[config.mk]
export PLATFORM = sky130hd
export DESIGN_NAME = nucleic_acid_ctrl
export DESIGN_NICKNAME = d
export VERILOG_FILES = /design/src/rtl/nucleic_acid_pkg.sv /design/src/rtl/nucleic_acid_ctrl_pump.sv /design/src/rtl/nucleic_acid_ctrl.sv
export SDC_FILE = /design/constraint.sdc
export NUM_CORES = 1
export LEC_CHECK = 0
export ABC_AREA = 1
export CORE_MARGIN = 10
export CORE_UTILIZATION = 25
export CTS_CLUSTER_DIAMETER = 30
export DETAILED_ROUTE_END_ITERATION = 6
export SYNTH_ARGS = -nofsm -noshare
export SYNTH_HDL_FRONTEND = slang
export SYNTH_SLANG_ARGS = --single-unit
[constraint.sdc]
create_clock -name clk -period 8.2 [get_ports clk]
set_clock_uncertainty 0.15 [all_clocks]
set_input_delay 0.82 -clock clk [delete_from_list [all_inputs] [get_ports clk]]
set_output_delay 0.82 -clock clk [all_outputs]
set_load 0.005 [all_outputs]
[src/rtl/nucleic_acid_pkg.sv]
// Shared types and constants for the nucleic-acid extraction sequencer.
// Latency: n/a (package only).
// Backpressure: n/a (package only).
package nucleic_acid_pkg;

    typedef enum logic [2:0] {
        ST_IDLE    = 3'd0,
        ST_FILL    = 3'd1,
        ST_LYSE    = 3'd2,
        ST_MIX     = 3'd3,
        ST_TRAP    = 3'd4,
        ST_WASH    = 3'd5,
        ST_ELUTE   = 3'd6,
        ST_COLLECT = 3'd7
    } state_e;

    // Bit positions inside the packed valve vector.
    localparam int V_LYSIS      = 9;
    localparam int V_WASH       = 8;
    localparam int V_ELUTE      = 7;
    localparam int V_HORIZ      = 6;
    localparam int V_VERTICAL   = 5;
    localparam int V_DEAD_END   = 4;
    localparam int V_LOOP_EXIT  = 3;
    localparam int V_BEAD_VTL   = 2;
    localparam int V_BEAD_TRAP  = 1;
    localparam int V_COLLECTION = 0;

    // {pump1,pump2,pump3} per phase; entry [0] is the first phase of a stroke.
    localparam logic [5:0][2:0] PUMP_PATTERN = {
        3'b010, 3'b110, 3'b100, 3'b101, 3'b001, 3'b011
    };
    localparam logic [2:0] PUMP_IDLE = 3'b111;

    // Valves open (1 = open, i.e. control driven 0) per state, indexed by state code.
    localparam logic [7:0][9:0] VALVE_OPEN = {
        10'b0000001011,   // COLLECT: loop_exit, bead_trap, collection
        10'b0010100000,   // ELUTE:   elute, vertical
        10'b0100100000,   // WASH:    wash, vertical
        10'b0100001100,   // TRAP:    wash, loop_exit, bead_vtl
        10'b0000000000,   // MIX:     ring closed
        10'b1000100000,   // LYSE:    lysis, vertical
        10'b0001000000,   // FILL:    horiz
        10'b0000000000    // IDLE:    all closed
    };

    function automatic logic is_pumped(input state_e s);
        return (s == ST_LYSE) || (s == ST_MIX) || (s == ST_WASH) || (s == ST_ELUTE);
    endfunction

endpackage

[src/rtl/nucleic_acid_ctrl_pump.sv]
// Three-phase peristaltic pump pattern generator with phase timer and stroke counter.
// Latency: pump output registered from next-phase; first phase appears the edge run rises.
// Backpressure: none; run=0 forces 111 and clears all counters.
module peristaltic_pump_drv
    import nucleic_acid_pkg::*;
#(
    parameter int PHASE_CYCLES = 4,
    parameter int STROKE_W     = 6
) (
    input  logic                clk,
    input  logic                rst_n,
    input  logic                run,
    input  logic [STROKE_W-1:0] strokes,
    output logic [2:0]          pump,
    output logic                stroke_done
);

    localparam int PCW = $clog2(PHASE_CYCLES + 1);
    localparam logic [PCW-1:0] PC_LAST = PCW'(PHASE_CYCLES - 1);

    logic                active_q,     active_d;
    logic [PCW-1:0]      phase_cnt_q,  phase_cnt_d;
    logic [2:0]          phase_idx_q,  phase_idx_d;
    logic [STROKE_W-1:0] stroke_cnt_q, stroke_cnt_d;
    logic [2:0]          pump_q,       pump_d;
    logic                last_cycle;

    // Advance phase/stroke counters; restart at phase 0 on entry or after the final cycle.
    always_comb begin
        last_cycle   = active_q && (phase_cnt_q == PC_LAST) && (phase_idx_q == 3'd5)
                       && (stroke_cnt_q == strokes - STROKE_W'(1));
        active_d     = run;
        phase_cnt_d  = '0;
        phase_idx_d  = '0;
        stroke_cnt_d = '0;
        pump_d       = PUMP_IDLE;
        if (run) begin
            if (active_q && !last_cycle) begin
                phase_cnt_d  = phase_cnt_q;
                phase_idx_d  = phase_idx_q;
                stroke_cnt_d = stroke_cnt_q;
                if (phase_cnt_q == PC_LAST) begin
                    phase_cnt_d = '0;
                    if (phase_idx_q == 3'd5) begin
                        phase_idx_d  = '0;
                        stroke_cnt_d = stroke_cnt_q + STROKE_W'(1);
                    end else begin
                        phase_idx_d = phase_idx_q + 3'd1;
                    end
                end else begin
                    phase_cnt_d = phase_cnt_q + PCW'(1);
                end
            end
            pump_d = PUMP_PATTERN[phase_idx_d];
        end
    end

    // Counter and pump output registers.
    always_ff @(posedge clk) begin
        if (!rst_n) begin
            active_q     <= 1'b0;
            phase_cnt_q  <= '0;
            phase_idx_q  <= '0;
            stroke_cnt_q <= '0;
            pump_q       <= PUMP_IDLE;
        end else begin
            active_q     <= active_d;
            phase_cnt_q  <= phase_cnt_d;
            phase_idx_q  <= phase_idx_d;
            stroke_cnt_q <= stroke_cnt_d;
            pump_q       <= pump_d;
        end
    end

    assign pump        = pump_q;
    assign stroke_done = last_cycle;

endmodule

[src/rtl/nucleic_acid_ctrl.sv]
// Extraction-run sequencer: FSM, cycle timer and registered valve/pump outputs.
// Latency: every output registered from next-state; changes on the same edge as state.
// Backpressure: none; start sampled only in IDLE, abort forces IDLE on the next edge.
module nucleic_acid_ctrl
    import nucleic_acid_pkg::*;
#(
    parameter int PHASE_CYCLES   = 4,
    parameter int FILL_CYCLES    = 16,
    parameter int LYSE_STROKES   = 8,
    parameter int MIX_STROKES    = 32,
    parameter int WASH_STROKES   = 8,
    parameter int ELUTE_STROKES  = 8,
    parameter int COLLECT_CYCLES = 16
) (
    input  logic       clk,
    input  logic       rst_n,
    input  logic       start,
    input  logic       abort,
    output logic       lysis_ctl,
    output logic       wash_ctl,
    output logic       elute_ctl,
    output logic       horiz_ctl,
    output logic       vertical_ctl,
    output logic       dead_end_ctl,
    output logic       loop_exit_ctl,
    output logic       bead_vtl_ctl,
    output logic       bead_trap_ctl,
    output logic       collection_ctl,
    output logic       pump1,
    output logic       pump2,
    output logic       pump3,
    output logic       busy,
    output logic       done,
    output logic [2:0] state
);

    localparam int MAX_TIMED  = (FILL_CYCLES > COLLECT_CYCLES) ? FILL_CYCLES : COLLECT_CYCLES;
    localparam int CYC_W      = $clog2(MAX_TIMED + 1);
    localparam int MAX_S1     = (LYSE_STROKES > MIX_STROKES) ? LYSE_STROKES : MIX_STROKES;
    localparam int MAX_S2     = (WASH_STROKES > ELUTE_STROKES) ? WASH_STROKES : ELUTE_STROKES;
    localparam int MAX_STROKE = (MAX_S1 > MAX_S2) ? MAX_S1 : MAX_S2;
    localparam int STROKE_W   = $clog2(MAX_STROKE + 1);

    state_e              state_q, state_d;
    logic [CYC_W-1:0]    cyc_q,   cyc_d;
    logic [9:0]          valve_q, valve_d;
    logic                busy_q,  busy_d;
    logic                done_q,  done_d;

    logic                cyc_last;
    logic                timed;
    logic [STROKE_W-1:0] strokes_sel;
    logic                stroke_done;
    logic [2:0]          pump_vec;

    // Per-state duration selection: cycle budget for timed states, stroke count for pumped ones.
    always_comb begin
        cyc_last    = 1'b0;
        timed       = 1'b0;
        strokes_sel = '0;
        unique case (state_q)
            ST_FILL, ST_TRAP: begin
                timed    = 1'b1;
                cyc_last = (cyc_q == CYC_W'(FILL_CYCLES - 1));
            end
            ST_COLLECT: begin
                timed    = 1'b1;
                cyc_last = (cyc_q == CYC_W'(COLLECT_CYCLES - 1));
            end
            ST_LYSE:  strokes_sel = STROKE_W'(LYSE_STROKES);
            ST_MIX:   strokes_sel = STROKE_W'(MIX_STROKES);
            ST_WASH:  strokes_sel = STROKE_W'(WASH_STROKES);
            ST_ELUTE: strokes_sel = STROKE_W'(ELUTE_STROKES);
            default: ;
        endcase
    end

    // Next-state logic; abort overrides everything and suppresses done.
    always_comb begin
        state_d = state_q;
        done_d  = 1'b0;
        unique case (state_q)
            ST_IDLE:    if (start)       state_d = ST_FILL;
            ST_FILL:    if (cyc_last)    state_d = ST_LYSE;
            ST_LYSE:    if (stroke_done) state_d = ST_MIX;
            ST_MIX:     if (stroke_done) state_d = ST_TRAP;
            ST_TRAP:    if (cyc_last)    state_d = ST_WASH;
            ST_WASH:    if (stroke_done) state_d = ST_ELUTE;
            ST_ELUTE:   if (stroke_done) state_d = ST_COLLECT;
            ST_COLLECT: begin
                if (cyc_last) begin
                    state_d = ST_IDLE;
                    done_d  = 1'b1;
                end
            end
            default:    state_d = ST_IDLE;
        endcase
        if (abort) begin
            state_d = ST_IDLE;
            done_d  = 1'b0;
        end
        cyc_d   = (timed && (state_d == state_q)) ? cyc_q + CYC_W'(1) : '0;
        valve_d = ~VALVE_OPEN[state_d];
        busy_d  = (state_d != ST_IDLE);
    end

    // State, timer and output registers.
    always_ff @(posedge clk) begin
        if (!rst_n) begin
            state_q <= ST_IDLE;
            cyc_q   <= '0;
            valve_q <= '1;
            busy_q  <= 1'b0;
            done_q  <= 1'b0;
        end else begin
            state_q <= state_d;
            cyc_q   <= cyc_d;
            valve_q <= valve_d;
            busy_q  <= busy_d;
            done_q  <= done_d;
        end
    end

    peristaltic_pump_drv #(
        .PHASE_CYCLES (PHASE_CYCLES),
        .STROKE_W     (STROKE_W)
    ) u_pump (
        .clk         (clk),
        .rst_n       (rst_n),
        .run         (is_pumped(state_d)),
        .strokes     (strokes_sel),
        .pump        (pump_vec),
        .stroke_done (stroke_done)
    );

    assign lysis_ctl      = valve_q[V_LYSIS];
    assign wash_ctl       = valve_q[V_WASH];
    assign elute_ctl      = valve_q[V_ELUTE];
    assign horiz_ctl      = valve_q[V_HORIZ];
    assign vertical_ctl   = valve_q[V_VERTICAL];
    assign dead_end_ctl   = valve_q[V_DEAD_END];
    assign loop_exit_ctl  = valve_q[V_LOOP_EXIT];
    assign bead_vtl_ctl   = valve_q[V_BEAD_VTL];
    assign bead_trap_ctl  = valve_q[V_BEAD_TRAP];
    assign collection_ctl = valve_q[V_COLLECTION];
    assign pump1          = pump_vec[2];
    assign pump2          = pump_vec[1];
    assign pump3          = pump_vec[0];
    assign busy           = busy_q;
    assign done           = done_q;
    assign state          = state_q;

endmodule

==> results of run 1 <==
cell type report:
class	count	area, sq um	area share [%]
Inverter	33	124	5.98
Sequential cell	34	681	32.9
Timing Repair Buffer	20	200	9.67
Clock inverter	1	5.00	0.242
Tap cell	77	96.3	4.65
Multi-Input combinational cell	145	878	42.4
Clock buffer	7	86.3	4.17
worst max-delay path by stage:
stage,slack (ns),depth (start not counted),startpoint,to
after CTS,5.15,18,state[1],u_pump.pump[2]
final,5.18,17,state[1],u_pump.phase_cnt_q[0]
after detailed placement,5.17,17,state[1],u_pump.stroke_cnt_q[3]
after floorplan,5.46,17,state[1],u_pump.phase_cnt_q[0]
after global placement,5.26,18,state[1],u_pump.pump[1]
after global routing,4.84,18,state[1],u_pump.pump[2]
power by group through the flow:
stage / clock network [mW] / registers (mW) / logic [mW]
6_report: 0.128 / 0.167 / 0.0135
5_1_grt: 0.142 / 0.167 / 0.0147
4_1_cts: 0.133 / 0.167 / 0.0135
3_5_place_dp: 0 / 0.170 / 0.0133
3_3_place_gp: 0 / 0.170 / 0.0136
2_1_floorplan: 0 / 0.170 / 0.00849
metal layers:
metal / wire [um] / up-vias / share of wire (%) / global-route usage (%)
met5: 0 / - / 0 / 0
met4: 78 / 0 / 2.3 / 4.77
met3: 139 / 6 / 4.1 / 2.16
met2: 1640 / 25 / 48 / 11.3
met1: 1570 / 604 / 46 / 8.44
li1: - / 718 / - / -
cells by family (layout without fill, tap and decap cells):
kind of cell / after synthesis / in the layout / synth area share (%)
other: 1 / 1 / 0.221
xor gates and xnor gates: 7 / 7 / 3.61
buffers and inverters: 35 / 61 / 8.18
DFF: 34 / 34 / 40.1
and+or+nand+nor: 113 / 113 / 34.6
adders and majority gates: 10 / 10 / 7.37
AOI/OAI and AO/OA: 14 / 14 / 5.97
cell usage in the layout, fill, tap and decap left out, types with 2 or more instances in the layout:
master and instances:
a21oi_1 2, clkbuf_8 6, clkdlybuf4s50_1 20, dfxtp_1 34, ha_1 10, inv_1 25, inv_2 8, nand2_1 33
nand2_2 10, nand2_4 4, nand3_1 15, nand3_2 5, nand4_1 3, nor2_1 26, nor2_2 8, nor2_4 2
nor3_1 3, o211ai_1 2, o21ai_0 6, xnor2_1 3, xor2_1 4
synthesized netlist by cell type, drive strengths merged:
| master | n |
|---|---|
| xor2 | 4 |
| nand3 | 20 |
| o21ai | 6 |
| nand4 | 3 |
| nand3b | 1 |
| a21oi | 3 |
| nand2 | 47 |
| o211ai | 2 |
| dfxtp | 34 |
| o22ai | 1 |
| o21bai | 1 |
| conb | 1 |
| xnor2 | 3 |
| nor3 | 3 |
| a31oi | 1 |
| and3 | 1 |
| inv | 33 |
| or2 | 1 |
| nor2 | 36 |
| ha | 10 |
| nor4 | 1 |
| buf | 2 |
sequential cells by signal, indices dropped and copies added, names as in the netlist:
name / flops
valve_q: 8
u_pump.stroke_cnt_q: 6
cyc_q: 5
state: 3
u_pump.phase_cnt_q: 3
u_pump.phase_idx_q: 3
u_pump.pump: 3
busy: 1
done: 1
u_pump.active_q: 1
through the flow:
stage	area (sq um)	instances	total power [mW]
floorplan	1700	214	0.179
global placement	1980	309	0.184
CTS	2070	317	0.313
finish	2070	317	0.308
global route	2070	317	0.323
detailed placement	1980	309	0.184
critical path: stages, from the launching register on:
cell	delay (ns)
dfxtp_1	0.43
nand2_1	0.13
nor2_1	0.27
inv_1	0.08
ha_1	0.30
nand2_1	0.09
nand3_1	0.09
nor2_2	0.20
nand2_4	0.10
nand2_4	0.08
nand3_2	0.09
o21bai_4	0.19
inv_1	0.08
ha_1	0.21
nand3_1	0.10
nand3_2	0.11
nand3b_1	0.15
nor2_1	0.06
==> qor.yml, run 1 <==
sta:
  final-setup-viol-count: 0
  fin_crit_ns: 3.02
  final_max_slew_viol_count: 0
  hold_slack_ns: 0.277
  fmax_mhz: 331
  timing.final.ws_setup_ns: 5.18
  hold_viol: 0
  post-route-period-util_pct: 36.9
  rsz0062_at_grt: "no"
  tns_ns: 0
route:
  ant_nets: 0
  drtIter0Drc: 44
  drcViolationCount: 0
  routed_wl_mm: 3.43
  wire_per_inst_um: 10.8
  drt-vias-per-instance: 4.27
  firstDrtPassIters: 4
  via_count: 1353
clock_network:
  cts-root-buf: "clkbuf_8"
  clk_pin_slew_worst_paths_ns: 0.07
  cts_hold_buf: 0
  numCtsBuffers: 5
  cts_tree: "built"
  cts_resized: 0
  post_cts_buffers: 0
  clk-insertion-delay-late_ns: 0.29
  cts_max_level: 2
  max-clock-path-buffers: 2
  numClockSinks: 34
logic_synthesis:
  syn_nets: 228
  ys_types: 29
  synth.top_cell.area_share_pct: 40.1
  ys_warn_count: 0
  synth_top_cell_by_area: "dfxtp_1"
  synth_cells: 214
  syn_area_per_cell_sq_um: 7.93
  yosysSeqAreaShare_pct: 40.1
  syn_area_sq_mm: 0.00170
  synth.ff_latch_count: 34
  yosys-top-cells-area: "dfxtp_1, ha_1, nand2_1, nor2_1, inv_1"
power_and_ir_drop:
  p_switching_uw: 69.1
  switching_share_pct: 22.4
  p_comb_share_pct: 4.4
  pwr-share-seq_pct: 54.0
  ir_drop_uv: 87.8
  leakagePower_nw: 0.870
  pwr-share-clk_pct: 41.6
  powerDensity_mw_per_mm2: 149
  intPower_uw: 239
finish:
  n_antenna_cell: 0
  fillCellCount: 692
  final_util_pct: 32.1
  drive_gt1_share_pct: 19.6
  area_growth_pct: 22.0
  fin_nets: 253
critical_path:
  critPathLaunchType: "flop"
  r2r_cells: 17
  rr_startpoint: "state[1]"
  required_ns: 8.23
  r2r_end: "u_pump.phase_cnt_q[0]"
  crit_type: "reg2reg"
  cp_max_fo: 6
  end_kind: "flop"
  arrival_ns: 3.05
  r2r_slack_ns: 5.18
hold_path:
  whs_endpoint: "u_pump.phase_cnt_q[0]"
  hp-class: "reg2reg"
  hold_path_depth: 1
  hold_start: "u_pump.phase_cnt_q[0]"
run:
  maxCapViolCount: 0
floorplanning:
  die_h_um: 102
  dieArea_sq_mm: 0.0105
  ios: 22
  floorplan.rows: 29
  core_sq_mm: 0.00646
  die_x_um: 102
  initial_core_util_pct: 26.3
global_routing:
  grt_max_degree: 11
  grtUsageTotal_pct: 7.23
  grt_pass1_vias: 1319
  antenna_found_initial: 0
  gr-total-overflow: 0
  grt_pass1_wl_mm: 5.92
placement:
  gp_congestion: 0.823
  dpl.hpwl_mm: 2.73
  portBuffers: 20
  pre_cts_ws_ns: 5.17
outcome:
  status: "finished clean"
(Power assumes the default switching activity.)
==> inputs of run 2 (changes only) <==
==> constraint.sdc (replaced) <==
create_clock -name clk -period 3 [get_ports clk]
set_clock_uncertainty 0.15 [all_clocks]
set_input_delay 0.3 -clock clk [delete_from_list [all_inputs] [get_ports clk]]
set_output_delay 0.3 -clock clk [all_outputs]
set_load 0.005 [all_outputs]
==> qor.yml, run 2 (synthesized netlist as in run 1, its figures left out) <==
outcome:
  status: "finished clean"
critical_path:
  cp_cell_sequence: "nand2_2, inv_2, nor2_2, nand2_1, ha_1, or2_1, nand3_1, nor2_4, nand2_4, nand2_4, nand3_2, o21bai_4, buf_4, ha_1, inv_1, nand3_2, nand2_2, inv_2, nand3_1"
  cp_top_family: "simple AND/OR/NAND/NOR gates"
  crit_type: "reg2reg"
  cp_max_fo: 6  # unchanged
  required_ns: 3.03  # -5.20 ns
  r2r_slack_ns: 0.24  # -4.94 ns
  r2r_cells: 19  # +2
  max_stage_delay_ns: 0.36  # -0.07 ns
  crit_slowest_cell: "dfxtp_2"
  arrival_ns: 2.79  # -0.26 ns
  crit_cells: 19  # +2
  worst-path-buf-inv: 4  # +2
  critPathLaunchType: "flop"
  end_kind: "flop"
  r2r_end: "u_pump.pump[2]"
  critPathLaunch: "state[0]"
  rr_startpoint: "state[0]"
hold_path:
  hold_path_depth: 1  # unchanged
  hold_start: "u_pump.phase_cnt_q[0]"
  whs_endpoint: "u_pump.phase_cnt_q[0]"
  hp-class: "reg2reg"
finish:
  largestRegisters: "valve_q (8), u_pump.stroke_cnt_q (6), cyc_q (5)"
  area_growth_pct: 24.5
  fillCellCount: 697  # +0.72%
  final_cell_mix: "nand2_1, dfxtp_1, inv_1, nor2_1, clkdlybuf4s50_1"
  top_register: "valve_q"
  fin_cells: 321  # +1.3%
  drive_gt1_share_pct: 22.5  # +3.0 points
  fin_nets: 257  # +1.6%
  n_antenna_cell: 0  # unchanged
  largest_register_ffs: 8  # unchanged
  final_util_pct: 32.7  # +0.66 points
sta:
  hold_viol: 0  # unchanged
  final_max_slew_viol_count: 0  # unchanged
  tns_ns: 0  # unchanged
  timing.final.ws_setup_ns: 0.237  # -4.94 ns
  post-route-period-util_pct: 92.1  # +55 points
  hold_slack_ns: 0.272  # -0.00507 ns
  fin_crit_ns: 2.76  # -0.259 ns
  final-setup-viol-count: 0  # unchanged
  fmax_mhz: 362  # +9.4%
  rsz0062_at_grt: "no"
placement:
  dpl.hpwl_mm: 2.83  # +3.9%
  place_inst: 311  # +0.65%
  pre_cts_ws_ns: 0.0993  # -5.07 ns
  portBuffers: 20  # unchanged
  gp_congestion: 0.863  # +4.9%
global_routing:
  grt_pass1_vias: 1359  # +3.0%
  grtUsageTotal_pct: 7.49  # +0.26 points
  antenna_found_initial: 0  # unchanged
  grt_max_degree: 11  # unchanged
  gr-total-overflow: 0  # unchanged
  grt_pass1_wl_mm: 6.14  # +3.7%
route:
  ant_nets: 0  # unchanged
  firstDrtPassIters: 4  # unchanged
  wire_per_inst_um: 11.1  # +2.9%
  routed_wl_mm: 3.58  # +4.2%
  drtIter0Drc: 60  # +36%
  via_count: 1377  # +1.8%
  drcViolationCount: 0  # unchanged
  drt-vias-per-instance: 4.29  # +0.51%
floorplanning:
  die_x_um: 102  # unchanged
  ios: 22  # unchanged
  floorplan.rows: 29  # unchanged
  dieArea_sq_mm: 0.0105  # unchanged
  die_h_um: 102  # unchanged
  core_sq_mm: 0.00646  # unchanged
  initial_core_util_pct: 26.3  # unchanged
clock_network:
  cts_tree: "built"
  cts_max_level: 2  # unchanged
  numClockSinks: 34  # unchanged
  cts-root-buf: "clkbuf_8"
  cts_hold_buf: 0  # unchanged
  clk-insertion-delay-late_ns: 0.29  # about the same
  clk_pin_slew_worst_paths_ns: 0.07  # about the same
  numCtsBuffers: 5  # unchanged
  max-clock-path-buffers: 2  # unchanged
power_and_ir_drop:
  ir_drop_uv: 244  # +180%
  leakagePower_nw: 0.891  # +2.4%
  powerDensity_mw_per_mm2: 401  # +170%
run:
  maxCapViolCount: 0  # unchanged
-- run 2: worst register-to-register path: stages, from the launching register on --
cell      delay, ns
dfxtp_2        0.36
nand2_2        0.12
inv_2          0.08
nor2_2         0.11
nand2_1        0.06
ha_1           0.29
or2_1          0.12
nand3_1        0.11
nor2_4         0.15
nand2_4        0.09
nand2_4        0.08
nand3_2        0.08
o21bai_4       0.18
buf_4          0.13
ha_1           0.17
inv_1          0.05
nand3_2        0.09
nand2_2        0.09
inv_2          0.09
nand3_1        0.06
-- run 2: repair_timing --
action,4_1_cts,5_1_grt
setup buffers,0,2
setup endpoints to repair,0,16
gates resized for setup,0,5
-- run 2: cell type report --
cell class	instances	area [sq um]	share of cell area, %
multi-input combinational	145	888	42.0
sequential	34	683	32.3
timing repair buffer	24	230	10.9
inverter	33	124	5.86
tap	77	96.3	4.56
clock buffer	7	86.3	4.09
clock inverter	1	5.00	0.237
-- run 2: worst max path at each step --
stage / endpoint / slack [ns]
3_5_place_dp: u_pump.stroke_cnt_q[5] / 0.1
5_1_grt: u_pump.pump[2] / 0.01
4_1_cts: u_pump.pump[2] / 0.07
6_report: u_pump.pump[2] / 0.24
2_1_floorplan: u_pump.phase_cnt_q[0] / 0.26
3_3_place_gp: u_pump.pump[2] / 0.20
-- run 2: routing by layer --
metal | wire (um) | vias to the layer above | share of wire (%) | GRT usage (%)
met5 | 0 | - | 0 | 0
li1 | - | 733 | - | -
met3 | 180 | 9 | 5.0 | 2.50
met2 | 1700 | 27 | 48 | 12.0
met1 | 1580 | 608 | 44 | 8.28
met4 | 118 | 0 | 3.3 | 5.21
-- run 2: stage by stage --
step           area [sq um]  total power [mW]
2_1_floorplan          1700             0.489
3_3_place_gp           1990             0.503
3_5_place_dp           1990             0.502
4_1_cts                2090             0.860
5_1_grt                2110             0.887
6_report               2110             0.847
-- run 2: where the power goes --
part / total [mW] / switching [mW] / internal [mW]
registers: 0.456 / 0.00194 / 0.454
logic: 0.0392 / 0.0215 / 0.0177
clock network: 0.352 / 0.167 / 0.185
